### config.mk
export PLATFORM = sky130hd
export DESIGN_NAME = apb1_root_arbiter
export DESIGN_NICKNAME = d
export VERILOG_FILES = /design/src/rtl/apb1_pkg.sv /design/src/rtl/apb1_rr_arb2.sv /design/src/rtl/apb1_root_arbiter.sv
export SDC_FILE = /design/constraint.sdc
export NUM_CORES = 1
export LEC_CHECK = 0
export BUFFER_PORTS_ARGS = -buffer_cell sky130_fd_sc_hd__buf_2
export CORE_ASPECT_RATIO = 1.75
export CORE_MARGIN = 8
export CORE_UTILIZATION = 30
export CTS_CLUSTER_SIZE = 20
export DETAILED_ROUTE_END_ITERATION = 8
export PLACE_DENSITY = 0.65
export SETUP_SLACK_MARGIN = 0.05
export SLEW_MARGIN = 15
export SYNTH_ARGS = -nofsm -noshare
export SYNTH_HDL_FRONTEND = slang
export SYNTH_SLANG_ARGS = --single-unit
### constraint.sdc
create_clock -name i_hclk -period 2.68 [get_ports i_hclk]
set_clock_uncertainty 0.15 [all_clocks]
set_input_delay 0.268 -clock i_hclk [delete_from_list [all_inputs] [get_ports i_hclk]]
set_output_delay 0.268 -clock i_hclk [all_outputs]
set_load 0.02 [all_outputs]
### src/rtl/apb1_pkg.sv
// rtl/apb1_pkg.sv - shared state encodings, defaults and APB field widths
package apb1_pkg;

    localparam int unsigned APB_AW = 32;
    localparam int unsigned APB_DW = 32;
    localparam int unsigned APB_SW = 4;
    localparam int unsigned APB_PW = 3;

    localparam int unsigned TIMEOUT_DEFAULT = 255;

    localparam logic [3:0] S_IDLE   = 4'b0001;
    localparam logic [3:0] S_SETUP  = 4'b0010;
    localparam logic [3:0] S_ACCESS = 4'b0100;
    localparam logic [3:0] S_ERR    = 4'b1000;

    typedef enum logic [3:0] {
        ST_IDLE   = S_IDLE,
        ST_SETUP  = S_SETUP,
        ST_ACCESS = S_ACCESS,
        ST_ERR    = S_ERR
    } apb1_state_e;

endpackage

### src/rtl/apb1_rr_arb2.sv
// rtl/apb1_rr_arb2.sv - combinational two-way round-robin picker
module apb1_rr_arb2 (
    input  logic [1:0] req_i,
    input  logic       last_grant_i,
    output logic [1:0] grant_o
);

    // last_grant_i = 1 means m1 was served last, so m0 wins a tie
    always_comb begin
        grant_o = req_i;
        if (req_i == 2'b11) begin
            grant_o = last_grant_i ? 2'b01 : 2'b10;
        end
    end

endmodule

### src/rtl/apb1_root_arbiter.sv
// rtl/apb1_root_arbiter.sv - shares one APB root bus between two requesters with a pready watchdog
module apb1_root_arbiter
    import apb1_pkg::*;
#(
    parameter int unsigned TIMEOUT = TIMEOUT_DEFAULT,
    parameter int unsigned CNT_W   = 8
) (
    input  logic              i_hclk,
    input  logic              i_hrst,
    input  logic              i_pclk_en,
    input  logic              i_m0_psel,
    input  logic              i_m0_penable,
    input  logic [APB_AW-1:0] i_m0_paddr,
    input  logic              i_m0_pwrite,
    input  logic [APB_DW-1:0] i_m0_pwdata,
    input  logic [APB_SW-1:0] i_m0_pstrb,
    input  logic [APB_PW-1:0] i_m0_pprot,
    output logic              o_m0_pready,
    output logic              o_m0_pslverr,
    output logic [APB_DW-1:0] o_m0_prdata,
    input  logic              i_m1_psel,
    input  logic              i_m1_penable,
    input  logic [APB_AW-1:0] i_m1_paddr,
    input  logic              i_m1_pwrite,
    input  logic [APB_DW-1:0] i_m1_pwdata,
    input  logic [APB_SW-1:0] i_m1_pstrb,
    input  logic [APB_PW-1:0] i_m1_pprot,
    output logic              o_m1_pready,
    output logic              o_m1_pslverr,
    output logic [APB_DW-1:0] o_m1_prdata,
    input  logic              i_root_pready,
    input  logic              i_root_pslverr,
    input  logic [APB_DW-1:0] i_root_prdata,
    output logic              o_root_psel,
    output logic              o_root_penable,
    output logic              o_root_pwrite,
    output logic [APB_AW-1:0] o_root_paddr,
    output logic [APB_DW-1:0] o_root_pwdata,
    output logic [APB_SW-1:0] o_root_pstrb,
    output logic [APB_PW-1:0] o_root_pprot,
    output logic [1:0]        o_grant,
    output logic              o_timeout
);

    localparam bit               WD_EN   = (TIMEOUT != 0);
    localparam logic [CNT_W-1:0] TO_LAST = CNT_W'(TIMEOUT - 1);

    apb1_state_e       state_q;
    logic [1:0]        grant_q;
    logic              last_q;
    logic [CNT_W-1:0]  cnt_q;
    logic              timeout_q;
    logic              psel_q;
    logic              penable_q;
    logic              pwrite_q;
    logic [APB_AW-1:0] paddr_q;
    logic [APB_DW-1:0] pwdata_q;
    logic [APB_SW-1:0] pstrb_q;
    logic [APB_PW-1:0] pprot_q;

    logic [1:0]        win_d;
    logic              unused_penable;

    // requester penable carries no sequencing information here
    assign unused_penable = i_m0_penable ^ i_m1_penable;

    apb1_rr_arb2 u_arb (
        .req_i        ({i_m1_psel, i_m0_psel}),
        .last_grant_i (last_q),
        .grant_o      (win_d)
    );

    always_ff @(posedge i_hclk) begin
        timeout_q <= 1'b0;
        if (i_hrst) begin
            state_q   <= ST_IDLE;
            grant_q   <= 2'b00;
            last_q    <= 1'b1;
            cnt_q     <= '0;
            psel_q    <= 1'b0;
            penable_q <= 1'b0;
            pwrite_q  <= 1'b0;
            paddr_q   <= '0;
            pwdata_q  <= '0;
            pstrb_q   <= '0;
            pprot_q   <= '0;
        end else if (i_pclk_en) begin
            case (state_q)
                ST_IDLE: begin
                    if (win_d != 2'b00) begin
                        grant_q  <= win_d;
                        psel_q   <= 1'b1;
                        pwrite_q <= win_d[1] ? i_m1_pwrite : i_m0_pwrite;
                        paddr_q  <= win_d[1] ? i_m1_paddr  : i_m0_paddr;
                        pwdata_q <= win_d[1] ? i_m1_pwdata : i_m0_pwdata;
                        pstrb_q  <= win_d[1] ? i_m1_pstrb  : i_m0_pstrb;
                        pprot_q  <= win_d[1] ? i_m1_pprot  : i_m0_pprot;
                        state_q  <= ST_SETUP;
                    end
                end
                ST_SETUP: begin
                    penable_q <= 1'b1;
                    state_q   <= ST_ACCESS;
                end
                ST_ACCESS: begin
                    if (i_root_pready) begin
                        psel_q    <= 1'b0;
                        penable_q <= 1'b0;
                        grant_q   <= 2'b00;
                        last_q    <= grant_q[1];
                        cnt_q     <= '0;
                        state_q   <= ST_IDLE;
                    end else if (WD_EN && cnt_q == TO_LAST) begin
                        psel_q    <= 1'b0;
                        penable_q <= 1'b0;
                        timeout_q <= 1'b1;
                        cnt_q     <= '0;
                        state_q   <= ST_ERR;
                    end else if (WD_EN) begin
                        cnt_q <= cnt_q + CNT_W'(1);
                    end
                end
                ST_ERR: begin
                    grant_q <= 2'b00;
                    last_q  <= grant_q[1];
                    state_q <= ST_IDLE;
                end
                default: state_q <= ST_IDLE;
            endcase
        end
    end

    logic in_access;
    logic in_err;
    logic done_ok;

    assign in_access = (state_q == ST_ACCESS);
    assign in_err    = (state_q == ST_ERR);
    assign done_ok   = in_access & i_root_pready;

    assign o_m0_pready  = grant_q[0] & (done_ok | in_err);
    assign o_m1_pready  = grant_q[1] & (done_ok | in_err);
    assign o_m0_pslverr = grant_q[0] & ((done_ok & i_root_pslverr) | in_err);
    assign o_m1_pslverr = grant_q[1] & ((done_ok & i_root_pslverr) | in_err);
    assign o_m0_prdata  = (grant_q[0] & in_access) ? i_root_prdata : '0;
    assign o_m1_prdata  = (grant_q[1] & in_access) ? i_root_prdata : '0;

    assign o_root_psel    = psel_q;
    assign o_root_penable = penable_q;
    assign o_root_pwrite  = pwrite_q;
    assign o_root_paddr   = paddr_q;
    assign o_root_pwdata  = pwdata_q;
    assign o_root_pstrb   = pstrb_q;
    assign o_root_pprot   = pprot_q;
    assign o_grant        = grant_q;
    assign o_timeout      = timeout_q;

endmodule
# == Word level (Yosys, flattened, before mapping) ==
# Cells that the tools add are included.
# totals
ff_bits,90
in_bits,185
# classes
n_addsub,1
n_eq_ne,9
muxes,26
n_bitwise,12
n_reduce_logical,13
# op_table
cell,n
32-bit 2-to-1 mux,4
4-bit 2-to-1 mux,4
8-bit 2-to-1 mux,2
4-bit case mux with 3 select lines,1
3-bit AND reduction,4
"8-bit by 1-bit adder with 8-bit output, second input constant",1
1-bit AND,8
"8-bit equality test, second input constant",1
2-bit 2-to-1 mux,4
4-bit AND reduction,2
2-bit nonzero test,4
1-bit 2-to-1 mux,6
1-bit case mux with 2 select lines,3
2-bit case mux with 3 select lines,1
"4-bit by 1-bit equality test with 1-bit output, second input constant",1
"4-bit by 2-bit equality test with 1-bit output, second input constant",1
"4-bit by 3-bit equality test with 1-bit output, second input constant",1
"4-bit equality test, second input constant",1
"2-bit != test, second input constant",2
4-bit OR reduction,1
3-bit 2-to-1 mux,1
"3-bit by 2-bit != test with 1-bit output, second input constant",1
3-bit nonzero test,1
"2-bit equality test, second input constant",1
other kinds (3),5

# == Longest topological paths before layout ==
# Gate-level depths: netlist of run 1.
# depth
word_depth,5
ltp_mapped,6

# == By module ==
# From an unflattened synthesis of run 1, not the netlist that was laid out.
# hier_totals
cells_unflattened,514
area_unflattened_um2,4808.4
# by_module_without_submodules
mod,instances,cells_each,area_each_um2,seq_area_each_um2
apb1_root_arbiter,1,511,4789.6,1801.7
apb1_rr_arb2,1,3,18.8,0.0

# == Least setup slack after synthesis of run 1 ==
# No wires, ideal clock.
# synth_path
path_kind,register to output
from,register state_q[0]
to,output port o_m1_prdata[21]
arrival_ps,1610
t_required_ps,2262
setup_slack_ps,652
stages_incl_launch_ff,6
path_buffers,3
cell_sequence,dfxtp_1 > clkbuf_1 > nor4b_4 > buf_2 > clkbuf_1 > and3_1
# synth_between
elab_chain_len,3
# synth_lines
item,line_no,source
start: declaration,apb1_root_arbiter.sv:48,apb1_state_e state_q;
start signal: assignment,apb1_root_arbiter.sv:76,state_q <= ST_IDLE;
start signal: assignment,apb1_root_arbiter.sv:98,state_q <= ST_SETUP;
start signal: assignment,apb1_root_arbiter.sv:103,state_q <= ST_ACCESS;
4-bit by 3-bit equality test with 1-bit output,apb1_root_arbiter.sv:137,assign in_access = (state_q == ST_ACCESS);
1-bit AND,apb1_root_arbiter.sv:146,assign o_m1_prdata = (grant_q[1] & in_access) ? i_root_prdata : '0;
32-bit 2-to-1 mux,apb1_root_arbiter.sv:146,
end: declaration,apb1_root_arbiter.sv:30,"output logic [APB_DW-1:0] o_m1_prdata,"
# Every way passes these cells.

# == Final worst setup path of run 1 ==
# layout_path
from,register state_q[2]
to,output port o_m1_prdata[17]
# The elaborated chain is that of the path after synthesis.

==> results.env, run 1 <==
RUN_STATUS='completed'
YS_TYPES=48
TOTAL_CLOCK_BUFFERS_CREATED_BY_CTS=9
ROW_COUNT=60
YS_FF_LATCH=90
NUMBER_OF_FILLER_INSTANCES_IN_THE_FINAL_LAYOUT=1588
REG2REG_SETUP_SLACK_PS=550
POWER.DENSITY_mW_PER_MM2=565
MAXSLEWVIOLCOUNT=0
POWER.NET_SWITCHING_mW=1.16
VIASPERCELL=4.77
STDCELL_AREA_MM2=0.00669
POST_SYNTH_XOR_AREA_FRACTION_PCT=1.50
PLACED_CELL_AREA_MM2=0.00640
TIMING.CRITICAL_PATH.FROM='state_q[2]'
SEQPWRFRAC_PCT=41.5
ADDER_CELL_AREA_SHARE_OF_THE_YOSYS_NETLIST_PCT=0.536
CRIT_PATH_START_KIND='flop'
SYN_NETS=705
MIN-DELAY-PATH-CLASS='input pin to flop'
SYNTHSIMPLEGATEAREAFRAC_PCT=21.9
POWER.CLOCK.FRACTION_PCT=32.9
SYNTH_EDF_COUNT=0
WORSTPATHREQUIRED_PS=2260
CLOCK_INSERTION_DELAY_WORST_SKEW_PS=320
MIN_PERIOD_PS=2350
SHARE_COMB_OF_TOTAL_POWER_PCT=25.6
CTSROOTBUFFERMASTER='sky130_fd_sc_hd__clkbuf_16'
YS.WARNINGS.COUNT=0
MOSTFREQUENTLAYOUTCELL='sky130_fd_sc_hd__buf_2'
ROUTED_WIRELENGTH_UM=16400
GP_CONGESTION=0.759
MIN-DELAY-START='i_m0_pwdata[10]'
TOTAL_VIA_COUNT_IN_THE_ROUTED_DESIGN=4800
PORT_BUF_INSERTS=327
DETAILED_PLACE_HPWL_UM=13500
REG2REG_FROM='state_q[3]'
HOLD-PATH-CELL-COUNT=3
IOS=330
SYNTH_TOP_AREA_SHARE_PCT=38.6
MEAN_INSTANCE_SIZE_IN_THE_SYNTHESIZED_NETLIST_UM2=9.00
YOSYS-TOP-CELLS-AREA='sky130_fd_sc_hd__dfxtp_1 39%, sky130_fd_sc_hd__mux2i_1 16%, sky130_fd_sc_hd__a211oi_1 12%, sky130_fd_sc_hd__and3_1 8.7%, sky130_fd_sc_hd__nor2_1 6.7%'
MIN_TO='o_root_pwdata[10]'
MAPPED_CELLS=518
PLACED_CELLS=991
FINISH.NET_COUNT=1003
FMAX_MHz=425
INITIAL_ANTENNA_VIOLATION_COUNT=0
TIMING_WORST_SETUP_PATH_TYPE='flop to primary output'
FINAL-SETUP-VIOL-COUNT=0
DETAIL_ROUTE.DRC_VIOLATIONS=0
CTS.REPAIR_TIMING.SETUP_BUFFER_COUNT=0
IR_DROP_V=0.000328
FIN_CRIT_SH_PCT=87.7
FINAL-INSTANCE-COUNT-EXCL-FILL=1006
POST_ROUTE_CELLS_DRIVE_ABOVE_1_SHARE_PCT=44.0
UNREPAIRED_SETUP_ENDPOINTS_AFTER_GLOBAL_ROUTING='no'
CTS_HOLD_REPAIR.BUFFERS=0
INITIAL_UTILIZATION_PCT=30.5
INTERNAL_POWER_mW=2.62
DIE-WIDTH_UM=110
NUMBER_OF_NETS_STILL_FAILING_ANTENNA_CHECKS_AFTER_ROUTING=0
SYNTH.MUX.AREA_FRACTION_PCT=15.9
TOTAL_LEAKAGE_POWER_nW=3.45
SYNTH-COMPOUND-AREA-SHARE_PCT=15.2
SLEW_HEADROOM_PCT=44.5
MAXIMUM_NUMBER_OF_PINS_ON_ONE_NET_BEFORE_GLOBAL_ROUTE_REPAIR=85
STANDARD_CELL_CORE_AREA_MM2=0.0153
NUMBER_OF_GLOBAL_ROUTE_VIAS_BEFORE_REPAIR=4860
CLKTRANSATPATHREGS_PS=60
DRV_CAP=0
DRT_ITER0_DRC=229
R2R.WORST_PATH.CELLS=5
SYNTH_AREA_LEADER_CELL='sky130_fd_sc_hd__dfxtp_1'
SYNTHESIS.AREA_MM2=0.00466
R2R_END='o_root_pwdata[11]'
WORST-SLEW-PIN-TRANSITION_PS=832
YOSYSSEQAREASHARE_PCT=38.6
SETUP_TNS_PS=0
NUMCLOCKSINKS=90
CTS_TREE='yes'
CRITICAL_PATH_PEAK_FANOUT=69
CP.ARRIVAL_PS=1930
GRT_PASS1_WL_UM=24700
SYNTH_TOP_FAMILY_BY_AREA='simple AND/OR/NAND/NOR gates'
ROUTED_WIRE_LENGTH_PER_INSTANCE_UM=16.3
CTSLONGESTPATHBUFFERS=2
GRT_REMAINING_OVERFLOW=0
ASYNC_RESET_FF_SHARE_PCT=0
GRT.TOTAL_USAGE_PCT=15.7
LAYOUT_COMMON_CELLS='327 x sky130_fd_sc_hd__buf_2, 90 x sky130_fd_sc_hd__dfxtp_1, 83 x sky130_fd_sc_hd__nor2_1'
TIMING.CRITICAL_PATH.TO_TYPE='primary output'
SYNTHFLOPTYPE='sky130_fd_sc_hd__dfxtp_1'
FIRST_PASS_ITERS=4
CLOCK_TREE.HTREE_LEVEL_COUNT=3
COUNT_OF_FINAL_HOLD_CHECK_VIOLATIONS=0
AREA_GROWTH_SYN_TO_LAYOUT_PCT=43.5
SWITCHING_SHARE_PCT=30.8
INSERTEDDIODECOUNT=0
DIE_AREA_MM2=0.0200
DIE_H_UM=181
NUMBER_OF_GATES_RESIZED_AFTER_CTS=0
-- flip-flops by register name, summed over array words and instances, names as in the netlist --
register,cells
cnt_q,8
last_q,1
o_grant,2
o_root_paddr,32
o_root_penable,1
o_root_pprot,3
o_root_psel,1
o_root_pstrb,4
o_root_pwdata,32
o_root_pwrite,1
o_timeout,1
state_q,4
-- synthesized netlist by cell type, drive strengths merged (5+ instances only) --
| cell | instances |
|---|---|
| dfxtp | 90 |
| nor2 | 83 |
| a211oi | 74 |
| mux2i | 73 |
| and3 | 65 |
| buf | 26 |
| clkbuf | 25 |
| nand2 | 11 |
| a21oi | 7 |
| nand4 | 6 |
| nor3 | 5 |
-- per-layer routing --
metal,vias to the layer above,GRT usage [%],wire length [um]
met3,20,4.95,1790
li1,2489,-,-
met4,0,5.25,300
met5,-,0,0
met2,229,30.5,8830
met1,2062,14.4,5510
-- power by group through the flow --
stage	Clock (mW)	Combinational, mW	Sequential, mW
finish	1.25	0.967	1.57
global route	1.36	1.06	1.59
CTS	1.31	0.986	1.57
detailed placement	0	0.984	1.60
global placement	0	0.977	1.60
floorplan	0	0.462	1.75
-- worst max-delay path: stages, from the launching register on --
cell and delay (ps):
sky130_fd_sc_hd__dfxtp_1 560, sky130_fd_sc_hd__nor4b_4 350, sky130_fd_sc_hd__buf_12 270, sky130_fd_sc_hd__and3_1 240
sky130_fd_sc_hd__buf_2 180
-- metrics by stage --
stage / worst slack (ps) / hold WS [ps] / power [mW] / util, %
after CTS: 308 / 102 / 3.86 / 43.7
after global placement: 585 / 293 / 2.57 / 41.8
after floorplan: 652 / 315 / 2.21 / -
final: 329 / 122 / 3.78 / 43.7
after global routing: 196 / 115 / 4.01 / 43.7
after detailed placement: 546 / 303 / 2.58 / 41.8
-- cell type report --
cell class                      instances  area, um^2  share of cell area [%]
Clock inverter                          4        52.6                   0.785
Clock buffer                           11         243                    3.63
Tap cell                              186         233                    3.48
Timing Repair Buffer                  338        1770                    26.4
Sequential cell                        90        1800                    26.9
Multi-Input combinational cell        373        2580                    38.5
Inverter                                4        15.0                   0.224
-- logic make-up (layout without fill, tap and decap cells) --
group | count (synthesis) | after routing
xor+xnor | 8 | 8
buf+inv | 55 | 357
mux | 74 | 74
flops | 90 | 90
fa+ha+maj | 2 | 2
simple gates | 193 | 193
compound gates | 96 | 96
-- worst max-delay path by stage --
stage / depth (start not counted) / to / slack (ps)
2_1_floorplan: 5 / o_m1_prdata[21] / 650
3_3_place_gp: 4 / state_q[2] / 580
3_5_place_dp: 5 / o_root_pstrb[2] / 550
4_1_cts: 4 / o_m1_prdata[17] / 310
5_1_grt: 4 / o_m1_prdata[17] / 200
6_report: 4 / o_m1_prdata[17] / 330
Power figures use the tool's default switching activity.
==> run 2: changes to the inputs <==
--- a/config.mk
+++ b/config.mk
@@ -11,7 +11,7 @@
 export CORE_UTILIZATION = 30
 export CTS_CLUSTER_SIZE = 20
 export DETAILED_ROUTE_END_ITERATION = 8
-export PLACE_DENSITY = 0.65
+export PLACE_DENSITY = 0.62
 export SETUP_SLACK_MARGIN = 0.05
 export SLEW_MARGIN = 15
 export SYNTH_ARGS = -nofsm -noshare
==> run 2 against run 1 <==
- cell area hardly changed
- global-route usage is 0.10 points higher
- combinational power rose by 2.1%
- worst hold slack worse by 3.6 ps
- register-to-register slack worse by 70 ps
- routed wire length increased by 1.1%
- sequential cell count unchanged
- critical path depth is the same
- clock power decreased by 5%
- worst setup slack lost 64 ps
- sequential share of layout area barely moved
==> results.env, run 2 (synthesized netlist as in run 1, its figures left out) <==
INITIAL_UTILIZATION_PCT=30.5  # unchanged
GRT_REMAINING_OVERFLOW=0  # unchanged
ROW_COUNT=60  # unchanged
POST_ROUTE_CELLS_DRIVE_ABOVE_1_SHARE_PCT=44.2  # was 44.0%
MULTI_INPUT_COMB_AREA_MM2=0.00258  # unchanged
VIASPERCELL=4.86  # was 4.77
INITIAL_ANTENNA_VIOLATION_COUNT=0  # unchanged
TOTAL_LEAKAGE_POWER_nW=3.46  # was 3.45 nW
DETAILED_PLACE_HPWL_UM=13700  # was 13500 um
ROUTED_WIRELENGTH_UM=16600  # was 16400 um
WORST-SLEW-PIN-TRANSITION_PS=639  # was 832 ps
GRT.TOTAL_USAGE_PCT=15.8  # was 15.7%
MAXSLEWVIOLCOUNT=0  # unchanged
TOTAL_CLOCK_BUFFERS_CREATED_BY_CTS=9  # unchanged
DIE_H_UM=181  # unchanged
PORT_BUF_INSERTS=327  # unchanged
FIN_CRIT_SH_PCT=90.1  # was 87.7%
POST-LAYOUT-TOTAL-POWER_mW=3.74  # was 3.78 mW
FINISH.NET_COUNT=1004  # was 1003
SETUP_TNS_PS=0  # unchanged
NUMCLOCKSINKS=90  # unchanged
DRV_CAP=0  # unchanged
CP.ARRIVAL_PS=2000  # was 1930 ps
CLKTRANSATPATHREGS_PS=70  # was 60 ps
GP_CONGESTION=0.754  # was 0.759
UNREPAIRED_SETUP_ENDPOINTS_AFTER_GLOBAL_ROUTING='no'  # unchanged
DIE_AREA_MM2=0.0200  # unchanged
NUMBER_OF_NETS_STILL_FAILING_ANTENNA_CHECKS_AFTER_ROUTING=0  # unchanged
LAYOUT_COMMON_CELLS='327 x sky130_fd_sc_hd__buf_2, 90 x sky130_fd_sc_hd__dfxtp_1, 83 x sky130_fd_sc_hd__nor2_1'  # unchanged
TIMING.CRITICAL_PATH.TO_TYPE='primary output'  # unchanged
R2R.WORST_PATH.CELLS=4  # was 5
CTS_TREE='yes'  # unchanged
SLEW_HEADROOM_PCT=56.9  # was 44.5%
NUMBER_OF_FILLER_INSTANCES_IN_THE_FINAL_LAYOUT=1643  # was 1588
DIE-WIDTH_UM=110  # unchanged
CLOCK_TREE.HTREE_LEVEL_COUNT=3  # unchanged
RUN_STATUS='completed'  # unchanged
FINAL-SETUP-VIOL-COUNT=0  # unchanged
TOTAL_VIA_COUNT_IN_THE_ROUTED_DESIGN=4898  # was 4800
HOLDWS_PS=118  # was 122 ps
IR_DROP_V=0.000263  # was 0.000328 V
MIN_PERIOD_PS=2410  # was 2350 ps
ROUTED_WIRE_LENGTH_PER_INSTANCE_UM=16.5  # was 16.3 um
CRIT_PATH_START_KIND='flop'  # unchanged
CTSLONGESTPATHBUFFERS=2  # unchanged
NUMBER_OF_GLOBAL_ROUTE_VIAS_BEFORE_REPAIR=4843  # was 4860
CTS.REPAIR_TIMING.SETUP_BUFFER_COUNT=0  # unchanged
WORSTPATHREQUIRED_PS=2260  # about the same
GRT_PASS1_WL_UM=24800  # was 24700 um
INSERTEDDIODECOUNT=0  # unchanged
DETAIL_ROUTE.DRC_VIOLATIONS=0  # unchanged
NUMBER_OF_GATES_RESIZED_AFTER_CTS=0  # unchanged
AREA_GROWTH_SYN_TO_LAYOUT_PCT=43.6  # was 43.5%
TIMING_WORST_SETUP_PATH_TYPE='flop to primary output'  # unchanged
MOSTFREQUENTLAYOUTCELL='sky130_fd_sc_hd__buf_2'  # unchanged
DRT_ITER0_DRC=174  # was 229
FINAL_CORE_UTILIZATION_PCT=43.7  # about the same
MAXIMUM_NUMBER_OF_PINS_ON_ONE_NET_BEFORE_GLOBAL_ROUTE_REPAIR=70  # was 85
FMAX_MHz=414  # was 425 MHz
POWER.DENSITY_mW_PER_MM2=559  # was 565 mW/mm^2
CRITICAL_PATH_PEAK_FANOUT=69  # unchanged
COUNT_OF_FINAL_HOLD_CHECK_VIOLATIONS=0  # unchanged
CTSROOTBUFFERMASTER='sky130_fd_sc_hd__clkbuf_16'  # unchanged
IOS=330  # unchanged
STANDARD_CELL_CORE_AREA_MM2=0.0153  # unchanged
REGAREA_MM2=0.00180  # unchanged
HOLD-PATH-CELL-COUNT=3  # unchanged
CLOCK_INSERTION_DELAY_WORST_SKEW_PS=330  # was 320 ps
MIN-DELAY-PATH-CLASS='input pin to flop'  # unchanged
CTS_HOLD_REPAIR.BUFFERS=0  # unchanged
FIRST_PASS_ITERS=4  # unchanged
run 2: cell count changes in the layout (fill, tap and decap cells not counted):
cell	change
sky130_fd_sc_hd__inv_8	+1
sky130_fd_sc_hd__clkinv_4	+1
sky130_fd_sc_hd__bufinv_16	-1
sky130_fd_sc_hd__clkbuf_8	-1
sky130_fd_sc_hd__clkinv_2	+1
sky130_fd_sc_hd__buf_12	+1
sky130_fd_sc_hd__inv_6	+2
sky130_fd_sc_hd__clkinvlp_4	-2
run 2: layout make-up:
| cell class | count | area share, % |
|---|---|---|
| multi-input combinational | 373 | 38.5 |
| clock buffer | 10 | 3.42 |
| tap | 186 | 3.48 |
| clock inverter | 6 | 0.747 |
| inverter | 4 | 0.224 |
| sequential | 90 | 26.9 |
| timing repair buffer | 339 | 26.7 |
run 2: final timing paths:
path                   from              end  slack [ps]
max              state_q[2]  o_m0_prdata[19]         270
min             i_m0_pwrite    o_root_pwrite         120
max reg2reg      state_q[2]       state_q[2]         480
min reg2reg  o_root_penable   o_root_penable         310
run 2: worst max-delay path: stages (launching register included):
cell	delay [ps]
sky130_fd_sc_hd__dfxtp_1	560
sky130_fd_sc_hd__nor4b_4	360
sky130_fd_sc_hd__buf_12	270
sky130_fd_sc_hd__and3_1	270
sky130_fd_sc_hd__buf_2	200
run 2: per-stage QoR:
stage          setup slack (ps)  instances  area [um^2]
5_1_grt                     123       1008         6700
3_3_place_gp                516        992         6420
4_1_cts                     251       1008         6700
3_5_place_dp                482        992         6420
6_report                    266       1008         6700
2_1_floorplan               652        518         4660
run 2: per-layer routing:
layer  global-route usage [%]  part of all wire, %  vias to the layer above
met3                     5.27                   11                       17
met4                     6.06                  2.2                        0
met5                        0                    0                        -
li1                         -                    -                     2506
met2                     29.4                   51                      263
met1                     15.2                   35                     2112
run 2: where the power goes:
| group | switching [mW] | internal [mW] | leakage [nW] | total (mW) |
|---|---|---|---|---|
| combinational | 0.587 | 0.401 | 2.59 | 0.987 |
| sequential | 0.0814 | 1.48 | 0.740 | 1.56 |
| clock | 0.551 | 0.643 | 0.135 | 1.19 |
==> run 3: changes to the inputs <==
--- a/config.mk
+++ b/config.mk
@@ -11,6 +11,7 @@
 export CORE_UTILIZATION = 30
 export CTS_CLUSTER_SIZE = 20
 export DETAILED_ROUTE_END_ITERATION = 8
+export HOLD_SLACK_MARGIN = 0.15
 export PLACE_DENSITY = 0.62
 export SETUP_SLACK_MARGIN = 0.05
 export SLEW_MARGIN = 15
==> run 3 against run 2 <==
- via count grew 9.0%
- highest routed layer unchanged
- sequential power about the same
- critical endpoint is now o_m0_prdata[18]
- worst setup slack worse by 2.3 ps
- combinational power increased by 14%
- clock power about the same
==> results.env, run 3 (synthesized netlist as in run 1, its figures left out) <==
CP.ARRIVAL_PS=2000  # about the same
FINISH.NET_COUNT=1090  # was 1004
CTS_TREE='yes'  # unchanged
DRT_ITER0_DRC=212  # was 174
MAXSLEWVIOLCOUNT=0  # unchanged
SLOWEST_CELL_DELAY_ON_CRITICAL_PATH_PS=570  # was 560 ps
MAXIMUM_NUMBER_OF_PINS_ON_ONE_NET_BEFORE_GLOBAL_ROUTE_REPAIR=70  # unchanged
RUN_STATUS='completed'  # unchanged
VIASPERCELL=4.88  # was 4.86
FMAX_MHz=414  # about the same
INITIAL_UTILIZATION_PCT=30.5  # unchanged
CRITICAL_PATH_PEAK_FANOUT=69  # unchanged
GRT.TOTAL_USAGE_PCT=17.3  # was 15.8%
ROUTED_WIRE_LENGTH_PER_INSTANCE_UM=16.6  # was 16.5 um
TIMING.CRITICAL_PATH.TO_TYPE='primary output'  # unchanged
DIE_AREA_MM2=0.0200  # unchanged
TOTAL_LEAKAGE_POWER_nW=3.82  # was 3.46 nW
TOTAL_VIA_COUNT_IN_THE_ROUTED_DESIGN=5339  # was 4898
PORT_BUF_INSERTS=327  # unchanged
ROW_COUNT=60  # unchanged
CTS.REPAIR_TIMING.SETUP_BUFFER_COUNT=0  # unchanged
CLOCK_TREE.HTREE_LEVEL_COUNT=3  # unchanged
AREA_GROWTH_SYN_TO_LAYOUT_PCT=62.0  # was 43.6%
WORSTPATHREQUIRED_PS=2260  # about the same
MIN-DELAY-PATH-CLASS='input pin to flop'  # unchanged
R2R_END='o_root_paddr[14]'  # was state_q[2]
MOSTFREQUENTLAYOUTCELL='sky130_fd_sc_hd__buf_2'  # unchanged
FIN_CRIT_SH_PCT=90.2  # was 90.1%
REG2REG_SETUP_SLACK_PS=410  # was 480 ps
CLKTRANSATPATHREGS_PS=70  # about the same
POWER.DENSITY_mW_PER_MM2=515  # was 559 mW/mm^2
DETAILED_PLACE_HPWL_UM=13700  # unchanged
MIN_TO='o_root_pwdata[4]'  # was o_root_pwrite
POST-LAYOUT-TOTAL-POWER_mW=3.89  # was 3.74 mW
STANDARD_CELL_CORE_AREA_MM2=0.0153  # unchanged
FINAL-SETUP-VIOL-COUNT=0  # unchanged
CTSROOTBUFFERMASTER='sky130_fd_sc_hd__clkbuf_16'  # unchanged
WORST-SLEW-PIN-TRANSITION_PS=645  # was 639 ps
NUMCLOCKSINKS=90  # unchanged
HOLD-PATH-CELL-COUNT=3  # unchanged
CRITICAL_PATH.TOP_DELAY_FAMILY='simple AND/OR/NAND/NOR gates'  # unchanged
CRITICAL_PATH_BUF_INV_COUNT=2  # unchanged
GRT_REMAINING_OVERFLOW=0  # unchanged
PLACED_CELL_AREA_MM2=0.00642  # unchanged
R2R.WORST_PATH.CELLS=6  # was 4
LAYOUT_COMMON_CELLS='327 x sky130_fd_sc_hd__buf_2, 90 x sky130_fd_sc_hd__dfxtp_1, 86 x sky130_fd_sc_hd__dlygate4sd3_1'  # was 327 x sky130_fd_sc_hd__buf_2, 90 x sky130_fd_sc_hd__dfxtp_1, 83 x sky130_fd_sc_hd__nor2_1
COUNT_OF_FINAL_HOLD_CHECK_VIOLATIONS=0  # unchanged
CRIT_PATH_START_KIND='flop'  # unchanged
TOTAL_CLOCK_BUFFERS_CREATED_BY_CTS=9  # unchanged
DETAIL_ROUTE.DRC_VIOLATIONS=0  # unchanged
NUMBER_OF_GLOBAL_ROUTE_VIAS_BEFORE_REPAIR=5405  # was 4843
DIE-WIDTH_UM=110  # unchanged
NUMBER_OF_GATES_RESIZED_AFTER_CTS=0  # unchanged
DRV_CAP=0  # unchanged
INITIAL_ANTENNA_VIOLATION_COUNT=0  # unchanged
ROUTED_WIRELENGTH_UM=18200  # was 16600 um
REG2REG_FROM='last_q'  # was state_q[2]
TIMING_WORST_SETUP_PATH_TYPE='flop to primary output'  # unchanged
NUMBER_OF_NETS_STILL_FAILING_ANTENNA_CHECKS_AFTER_ROUTING=0  # unchanged
INSERTEDDIODECOUNT=0  # unchanged
IOS=330  # unchanged
SETUP_TNS_PS=0  # unchanged
FIRST_PASS_ITERS=4  # unchanged
IR_DROP_V=0.000271  # was 0.000263 V
MIN-DELAY-START='i_m0_pwdata[4]'  # was i_m0_pwrite
GP_CONGESTION=0.754  # unchanged
POST_ROUTE_CELLS_DRIVE_ABOVE_1_SHARE_PCT=40.0  # was 44.2%
CRIT_CHAIN='nor4b_4, buf_12, and3_1, buf_2'  # unchanged
GRT_PASS1_WL_UM=27300  # was 24800 um
UNREPAIRED_SETUP_ENDPOINTS_AFTER_GLOBAL_ROUTING='no'  # unchanged
DIE_H_UM=181  # unchanged
PLACED_CELLS=992  # unchanged
STDCELL_AREA_MM2=0.00756  # was 0.00670 mm^2
FINAL-INSTANCE-COUNT-EXCL-FILL=1094  # was 1008
MIN_PERIOD_PS=2420  # was 2410 ps
CTS_HOLD_REPAIR.BUFFERS=86  # was 0
SLEW_HEADROOM_PCT=56.5  # was 56.9%
CRITICAL_PATH.SLOWEST_CELL='sky130_fd_sc_hd__dfxtp_1'  # unchanged
CTSLONGESTPATHBUFFERS=2  # unchanged
CLOCK_INSERTION_DELAY_WORST_SKEW_PS=330  # about the same
run 3: cell types whose count changed in the layout (fill, tap and decap cells not counted):
cell / previous run / this run
sky130_fd_sc_hd__dlygate4sd3_1: 0 / 86
run 3: how the worst max path moves through the flow:
stage          startpoint               to  slack (ps)  depth (start not counted)
6_report       state_q[2]  o_m0_prdata[18]         260                          4
3_5_place_dp   state_q[3]  o_root_paddr[8]         480                          5
4_1_cts        state_q[2]  o_m0_prdata[19]         250                          4
3_3_place_gp   state_q[3]       state_q[2]         520                          4
5_1_grt        state_q[3]      o_m1_pready         120                          4
2_1_floorplan  state_q[0]  o_m1_prdata[21]         650                          5
run 3: worst register-to-register path, cell delays in order (launching register included):
cell,delay [ps]
sky130_fd_sc_hd__dfxtp_1,340
sky130_fd_sc_hd__a21oi_4,150
sky130_fd_sc_hd__buf_12,330
sky130_fd_sc_hd__buf_4,300
sky130_fd_sc_hd__mux2i_1,200
sky130_fd_sc_hd__dlygate4sd3_1,590
sky130_fd_sc_hd__a211oi_1,80
run 3: through the flow:
step / hold WS (ps) / util [%] / setup slack [ps]
after floorplan: 315 / - / 652
after global placement: 300 / 41.9 / 516
after CTS: 150 / 49.3 / 251
after detailed placement: 303 / 41.9 / 482
final: 156 / 49.3 / 263
after global routing: 158 / 49.3 / 123
run 3: layout make-up:
class / count / area [um^2]
Fill cell: 1508 / 7760
Clock buffer: 10 / 229
Sequential cell: 90 / 1800
Clock inverter: 6 / 50.0
Inverter: 4 / 15.0
Timing Repair Buffer: 425 / 2650
Multi-Input combinational cell: 373 / 2580
Tap cell: 186 / 233
run 3: routing by layer:
metal	routed length [um]	global-route usage, %	up-vias
met1	6210	15.9	2386
li1	-	-	2671
met2	9490	32.7	262
met4	464	6.81	0
met5	0	0	-
met3	2050	5.92	20
run 3: power by group:
group | internal (mW) | switching, mW | leakage [nW]
Clock | 0.643 | 0.555 | 0.135
Sequential | 1.48 | 0.0832 | 0.740
Combinational | 0.504 | 0.622 | 2.95
